--- src/rtl/trace_pkg.sv ---
// rtl/trace_pkg.sv - retirement trace record layout and mdata selection
package trace_pkg;

  localparam int REC_W  = 55;
  localparam int DATA_W = 16;
  localparam int REG_W  = 3;

  // Record layout, LSB first: mdata, maddr, wdata, wreg, then the four flags.
  localparam int MDATA_LSB = 0;
  localparam int MADDR_LSB = 16;
  localparam int WDATA_LSB = 32;
  localparam int WREG_LSB  = 48;

  localparam int FLAG_REGWRITE = 51;
  localparam int FLAG_MEMREAD  = 52;
  localparam int FLAG_MEMWRITE = 53;
  localparam int FLAG_HALT     = 54;

  typedef enum logic [1:0] {
    MSEL_NONE  = 2'd0,
    MSEL_LOAD  = 2'd1,
    MSEL_STORE = 2'd2
  } mdata_sel_e;

  // A store's data wins when a cycle reports both a load and a store.
  function automatic mdata_sel_e mdata_sel(input logic mem_read, input logic mem_write);
    mdata_sel_e sel;
    if (mem_write) begin
      sel = MSEL_STORE;
    end else if (mem_read) begin
      sel = MSEL_LOAD;
    end else begin
      sel = MSEL_NONE;
    end
    return sel;
  endfunction

endpackage

--- src/rtl/trace_fifo.sv ---
// rtl/trace_fifo.sv - synchronous FIFO with wrap-bit pointers and a registered head
module trace_fifo #(
  parameter int DEPTH = 8,
  parameter int WIDTH = 55
) (
  input  logic             clk,
  input  logic             rst,
  input  logic             push,
  input  logic [WIDTH-1:0] push_data,
  input  logic             pop,
  output logic             full,
  output logic             empty,
  output logic             empty_next,
  output logic [WIDTH-1:0] head
);

  localparam int AW = $clog2(DEPTH);

  logic [AW:0]      wr_ptr_q, wr_ptr_d;
  logic [AW:0]      rd_ptr_q, rd_ptr_d;
  logic [WIDTH-1:0] head_q, head_d;
  logic [WIDTH-1:0] mem_q [DEPTH];
  logic             push_ok;
  logic             pop_ok;

  always_comb begin
    empty      = (wr_ptr_q == rd_ptr_q);
    full       = (wr_ptr_q[AW-1:0] == rd_ptr_q[AW-1:0]) && (wr_ptr_q[AW] != rd_ptr_q[AW]);
    pop_ok     = pop && !empty;
    push_ok    = push && (!full || pop_ok);
    wr_ptr_d   = wr_ptr_q + {{AW{1'b0}}, push_ok};
    rd_ptr_d   = rd_ptr_q + {{AW{1'b0}}, pop_ok};
    empty_next = (wr_ptr_d == rd_ptr_d);
    // The head is preloaded from the next-state view, bypassing a push that lands in the head slot.
    head_d = '0;
    if (!empty_next) begin
      if (push_ok && (wr_ptr_q[AW-1:0] == rd_ptr_d[AW-1:0])) begin
        head_d = push_data;
      end else begin
        head_d = mem_q[rd_ptr_d[AW-1:0]];
      end
    end
  end

  always_ff @(posedge clk) begin
    if (rst) begin
      wr_ptr_q <= '0;
      rd_ptr_q <= '0;
      head_q   <= '0;
    end else begin
      wr_ptr_q <= wr_ptr_d;
      rd_ptr_q <= rd_ptr_d;
      head_q   <= head_d;
    end
  end

  always_ff @(posedge clk) begin
    if (push_ok) begin
      mem_q[wr_ptr_q[AW-1:0]] <= push_data;
    end
  end

  assign head = head_q;

endmodule

--- src/rtl/retire_trace_buf.sv ---
// rtl/retire_trace_buf.sv - retirement trace producer: event capture, record packing,
// statistics counters and halt/overflow status in front of the trace FIFO.
module retire_trace_buf
  import trace_pkg::*;
#(
  parameter int DEPTH = 8,
  parameter int CNT_W = 32
) (
  input  logic              clk,
  input  logic              rst,
  input  logic              RegWrite,
  input  logic [2:0]        WriteRegister,
  input  logic [15:0]       WriteData,
  input  logic              MemRead,
  input  logic              MemWrite,
  input  logic [15:0]       MemAddress,
  input  logic [15:0]       MemDataIn,
  input  logic [15:0]       MemDataOut,
  input  logic              Halt,
  output logic              rec_valid,
  input  logic              rec_ready,
  output logic [REC_W-1:0]  rec_data,
  output logic              overflow,
  output logic [7:0]        drop_count,
  output logic              halted,
  output logic              done,
  output logic [CNT_W-1:0]  cycle_count,
  output logic [CNT_W-1:0]  inst_count
);

  logic             overflow_q, overflow_d;
  logic [7:0]       drop_count_q, drop_count_d;
  logic             halted_q, halted_d;
  logic             done_q, done_d;
  logic [CNT_W-1:0] cycle_count_q, cycle_count_d;
  logic [CNT_W-1:0] inst_count_q, inst_count_d;

  logic             evt;
  logic             drop;
  logic [REC_W-1:0] rec;
  logic             fifo_full;
  logic             fifo_empty;
  logic             fifo_empty_next;

  always_comb begin
    evt  = (Halt || RegWrite || MemRead || MemWrite) && !halted_q;
    drop = evt && fifo_full && !(rec_valid && rec_ready);

    // Fields whose flag is clear stay zero.
    rec                  = '0;
    rec[FLAG_HALT]       = Halt;
    rec[FLAG_MEMWRITE]   = MemWrite;
    rec[FLAG_MEMREAD]    = MemRead;
    rec[FLAG_REGWRITE]   = RegWrite;
    if (RegWrite) begin
      rec[WREG_LSB +: REG_W]   = WriteRegister;
      rec[WDATA_LSB +: DATA_W] = WriteData;
    end
    if (MemRead || MemWrite) begin
      rec[MADDR_LSB +: DATA_W] = MemAddress;
    end
    unique case (mdata_sel(MemRead, MemWrite))
      MSEL_STORE: rec[MDATA_LSB +: DATA_W] = MemDataIn;
      MSEL_LOAD:  rec[MDATA_LSB +: DATA_W] = MemDataOut;
      default:    rec[MDATA_LSB +: DATA_W] = '0;
    endcase
  end

  always_comb begin
    overflow_d    = overflow_q || drop;
    drop_count_d  = drop_count_q;
    if (drop && (drop_count_q != 8'hFF)) begin
      drop_count_d = drop_count_q + 8'd1;
    end
    halted_d      = halted_q || Halt;
    cycle_count_d = cycle_count_q;
    inst_count_d  = inst_count_q;
    if (!halted_q) begin
      cycle_count_d = cycle_count_q + CNT_W'(1);
      if (Halt || RegWrite || MemWrite) begin
        inst_count_d = inst_count_q + CNT_W'(1);
      end
    end
    done_d = halted_d && fifo_empty_next;
  end

  always_ff @(posedge clk) begin
    if (rst) begin
      overflow_q    <= 1'b0;
      drop_count_q  <= '0;
      halted_q      <= 1'b0;
      done_q        <= 1'b0;
      cycle_count_q <= '0;
      inst_count_q  <= '0;
    end else begin
      overflow_q    <= overflow_d;
      drop_count_q  <= drop_count_d;
      halted_q      <= halted_d;
      done_q        <= done_d;
      cycle_count_q <= cycle_count_d;
      inst_count_q  <= inst_count_d;
    end
  end

  trace_fifo #(
    .DEPTH (DEPTH),
    .WIDTH (REC_W)
  ) u_fifo (
    .clk        (clk),
    .rst        (rst),
    .push       (evt),
    .push_data  (rec),
    .pop        (rec_ready),
    .full       (fifo_full),
    .empty      (fifo_empty),
    .empty_next (fifo_empty_next),
    .head       (rec_data)
  );

  assign rec_valid   = !fifo_empty;
  assign overflow    = overflow_q;
  assign drop_count  = drop_count_q;
  assign halted      = halted_q;
  assign done        = done_q;
  assign cycle_count = cycle_count_q;
  assign inst_count  = inst_count_q;

endmodule

--- config.mk ---
export PLATFORM = sky130hd
export DESIGN_NAME = retire_trace_buf
export DESIGN_NICKNAME = d
export VERILOG_FILES = /design/src/rtl/trace_pkg.sv /design/src/rtl/trace_fifo.sv /design/src/rtl/retire_trace_buf.sv
export SDC_FILE = /design/constraint.sdc
export NUM_CORES = 1
export LEC_CHECK = 0
export BUFFER_PORTS_ARGS = -buffer_cell sky130_fd_sc_hd__buf_2
export CAP_MARGIN = 40
export CORE_ASPECT_RATIO = 1.1
export CORE_UTILIZATION = 64
export CTS_CLUSTER_SIZE = 28
export DETAILED_ROUTE_END_ITERATION = 6
export PLACE_DENSITY_LB_ADDON = 0.08
export SLEW_MARGIN = 20
export SYNTH_ARGS = -nofsm -noshare
export SYNTH_HDL_FRONTEND = slang
export SYNTH_SLANG_ARGS = --single-unit
--- constraint.sdc ---
create_clock -name clk -period 23.7 [get_ports clk]
set_input_delay 4.74 -clock clk [delete_from_list [all_inputs] [get_ports clk]]
set_output_delay 4.74 -clock clk [all_outputs]
set_load 0.02 [all_outputs]
==> out/metrics.yaml <==
status: "completed"
period_minus_slack_ps: 7726
grt_pass1_vias: 12770
dr.max_layer_used: "met4"
finalCoreUtilization: 0.7554
grt_max_degree: 85
synthArstFlopShare: 0
tns_ps: 0
cts_tree: "yes"
fp.coreArea_mm2: 0.03447
die-area_mm2: 0.03595
vias: 13020
report.final.slew_viol_count: 0
placedInstanceArea_mm2: 0.02424
p_leak_uw: 0.009234
critical_path.top_delay_family: "buffers and inverters"
ys_ff_latch: 578
syn_inst: 1394
grt_pass1_wl_um: 73420
numCtsBuffers: 55
syn_nets: 1475
muxShareOfSynthArea: 0.1142
wire_per_inst_um: 22.79
post_cts_buffers: 0
setup_violations: 0
holdPathEnd: "overflow$_SDFF_PP0_"
die_x_um: 180.9
finalCritPeriodShare: 0.3260
worstHoldPathCells: 2
path_max_fanout: 36
ys.flop_type: "edfxtp_1"
area_growth_pct: 15.59
maxCapViolations: 0
cts_num_sinks: 578
cts.hold.buffers_added: 0
cp_slowest_stage_delay_ps: 610
grt_util_all_layers: 0.2711
synth_area_mm2: 0.02252
hp-class: "reg2reg"
grt-ovfl-total: 0
hp-start: "overflow$_SDFF_PP0_"
wl_met3_um: 3199
dp_cells: 1985
ys_types: 42
synthSimpleGateAreaFrac: 0.07060
ant_nets: 0
drive_gt1_frac: 0.2653
slowest_stage: "buf_4"
firstDrtPassIters: 5
fillers: 2054
synth-xor-area-share: 0.02161
cp.arrival_ps: 8150
fmax_ghz: 0.1294
worst-path-stages: 12
power_uw: 2741
layout_commonest_cell: "edfxtp_1"
dpl.hpwl_um: 25690
relSlewSlack: 0.4468
max_slew.worst_pin.slew_ps: 829.8
clk_path_buf_depth: 3
layout_common_cells: "edfxtp_1, buf_2, dfxtp_1"
hold_viol: 0
finalClockSkew_ps: 23.18
drc: 0
synth_top_family_by_area: "multiplexers"
antenna_found_initial: 0
gp_congestion: 0.7739
ys.warnings.count: 0
start_util: 0.6535
io_buffers: 204
fin_area_mm2: 0.02604
diodes: 0
r2r_slack_ps: 18850
power_density_mw_per_mm2: 105.3
synth_edf_count: 440
path_buf_inv: 3
synth-compound-area-share: 0.05588
crit_required_ps: 24130
htree_levels: 2
ios: 205
first_iter_violations: 853
ys_seq_area_frac: 0.7093
die_y_um: 198.8
layout.nets: 1689
vdd_drop_max_v: 0.00007943
critPathKind: "in2reg"
clock_latency_ps: 590
num_rows: 71
clockRootBuffer: "clkbuf_16"
routed_wl_um: 47710
final_cells: 2093
reg2reg_from: "u_fifo.wr_ptr_q[1]$_SDFF_PP0_"
synthAdderAreaFrac: 0.003888
avgSynthCellArea_um2: 16.16
rsz0062_at_grt: "no"
cp-end-kind: "flop"
crit_chain: "buf_2 -> nor2_1 -> a21oi_1 -> nand2_1 -> inv_1 -> ha_1 -> nand3_1 -> xor2_1 -> xnor2_1 -> a41o_2 -> buf_4 -> a211oi_1"
routed_via_density: 6.220
cts.reportedPaths.clkPinSlew_ps: 60
reg2reg_to: "u_fifo.head[12]$_SDFF_PP0_"
met1Wirelength_um: 19430
start_kind: "input pin"
ctsResizeCount: 0
wl_met2_um: 24050
reg2reg_depth: 14
==> layout make-up <==
class / instances / area [um2] / share of cell area
multi-input cells: 672 / 6108 / 0.2346
flip-flops and latches: 578 / 15980 / 0.6136
clock buffers: 87 / 1568 / 0.06021
inverters: 63 / 236.5 / 0.009083
clock inverters: 17 / 191.4 / 0.007353
well taps: 438 / 548.0 / 0.02105
repair buffers: 238 / 1409 / 0.05411
==> cells in the mapped netlist (30+ instances only) <==
cell type / n / area, um2
xor2_1: 36 / 315.3
a21oi_1: 33 / 165.2
nor2_1: 63 / 236.5
o21ai_0: 30 / 150.1
mux4_2: 110 / 2477
nand2_1: 60 / 225.2
dfxtp_1: 138 / 2763
or3_1: 31 / 193.9
and2_1: 43 / 269.0
edfxtp_1: 440 / 13210
inv_1: 63 / 236.5
clkbuf_1: 58 / 217.7
a211oi_1: 103 / 773.2
==> per-layer routing <==
layer	track usage	vias up
li1	-	5812
met1	0.3698	6612
met2	0.4525	514
met3	0.04376	80
met4	0.08895	0
met5	0	-
==> stage by stage <==
step           worst slack (ps)  hold WS [ps]
2_1_floorplan             12470         522.2
3_3_place_gp              15500         429.7
3_5_place_dp              15420         437.5
4_1_cts                   16040         445.7
5_1_grt                   15830         475.0
6_report                  15970         441.9
==> worst max path at each step <==
stage	start	to	slack (ps)
finish	MemWrite	u_fifo.head[33]$_SDFF_PP0_	15970
global placement	rec_ready	u_fifo.head[52]$_SDFF_PP0_	15500
detailed placement	MemWrite	u_fifo.head[10]$_SDFF_PP0_	15420
floorplan	MemWrite	u_fifo.mem_q[0][0]$_DFFE_PP_	12470
global route	MemWrite	u_fifo.head[18]$_SDFF_PP0_	15830
CTS	MemWrite	u_fifo.head[33]$_SDFF_PP0_	16040
==> cells by family after synthesis <==
kind of cell,after synthesis
DFF,578
and+or+nand+nor,304
AOI/OAI and AO/OA,188
buffers and inverters,144
muxes,119
xor gates and xnor gates,54
adders and majority gates,7
==> sequential cells by signal, indices dropped and copies added, names as in the netlist <==
signal           flops
u_fifo.mem_q       440
u_fifo.head         55
cycle_count         32
inst_count          32
drop_count           8
u_fifo.rd_ptr_q      4
u_fifo.wr_ptr_q      4
done                 1
halted               1
overflow             1
==> tightest hold or removal path: cells and delay by family (launching register included) <==
| kind | cells | cell delay (ps) |
|---|---|---|
| AOI/OAI and AO/OA | 1 | 50 |
| buffers and inverters | 1 | 40 |
| DFF | 1 | 310 |
==> power breakdown <==
part           internal [uW]  switching, uW
Sequential              1180           30.6
Clock                    496            359
Combinational            306            372
Power figures use the tool's default switching activity.
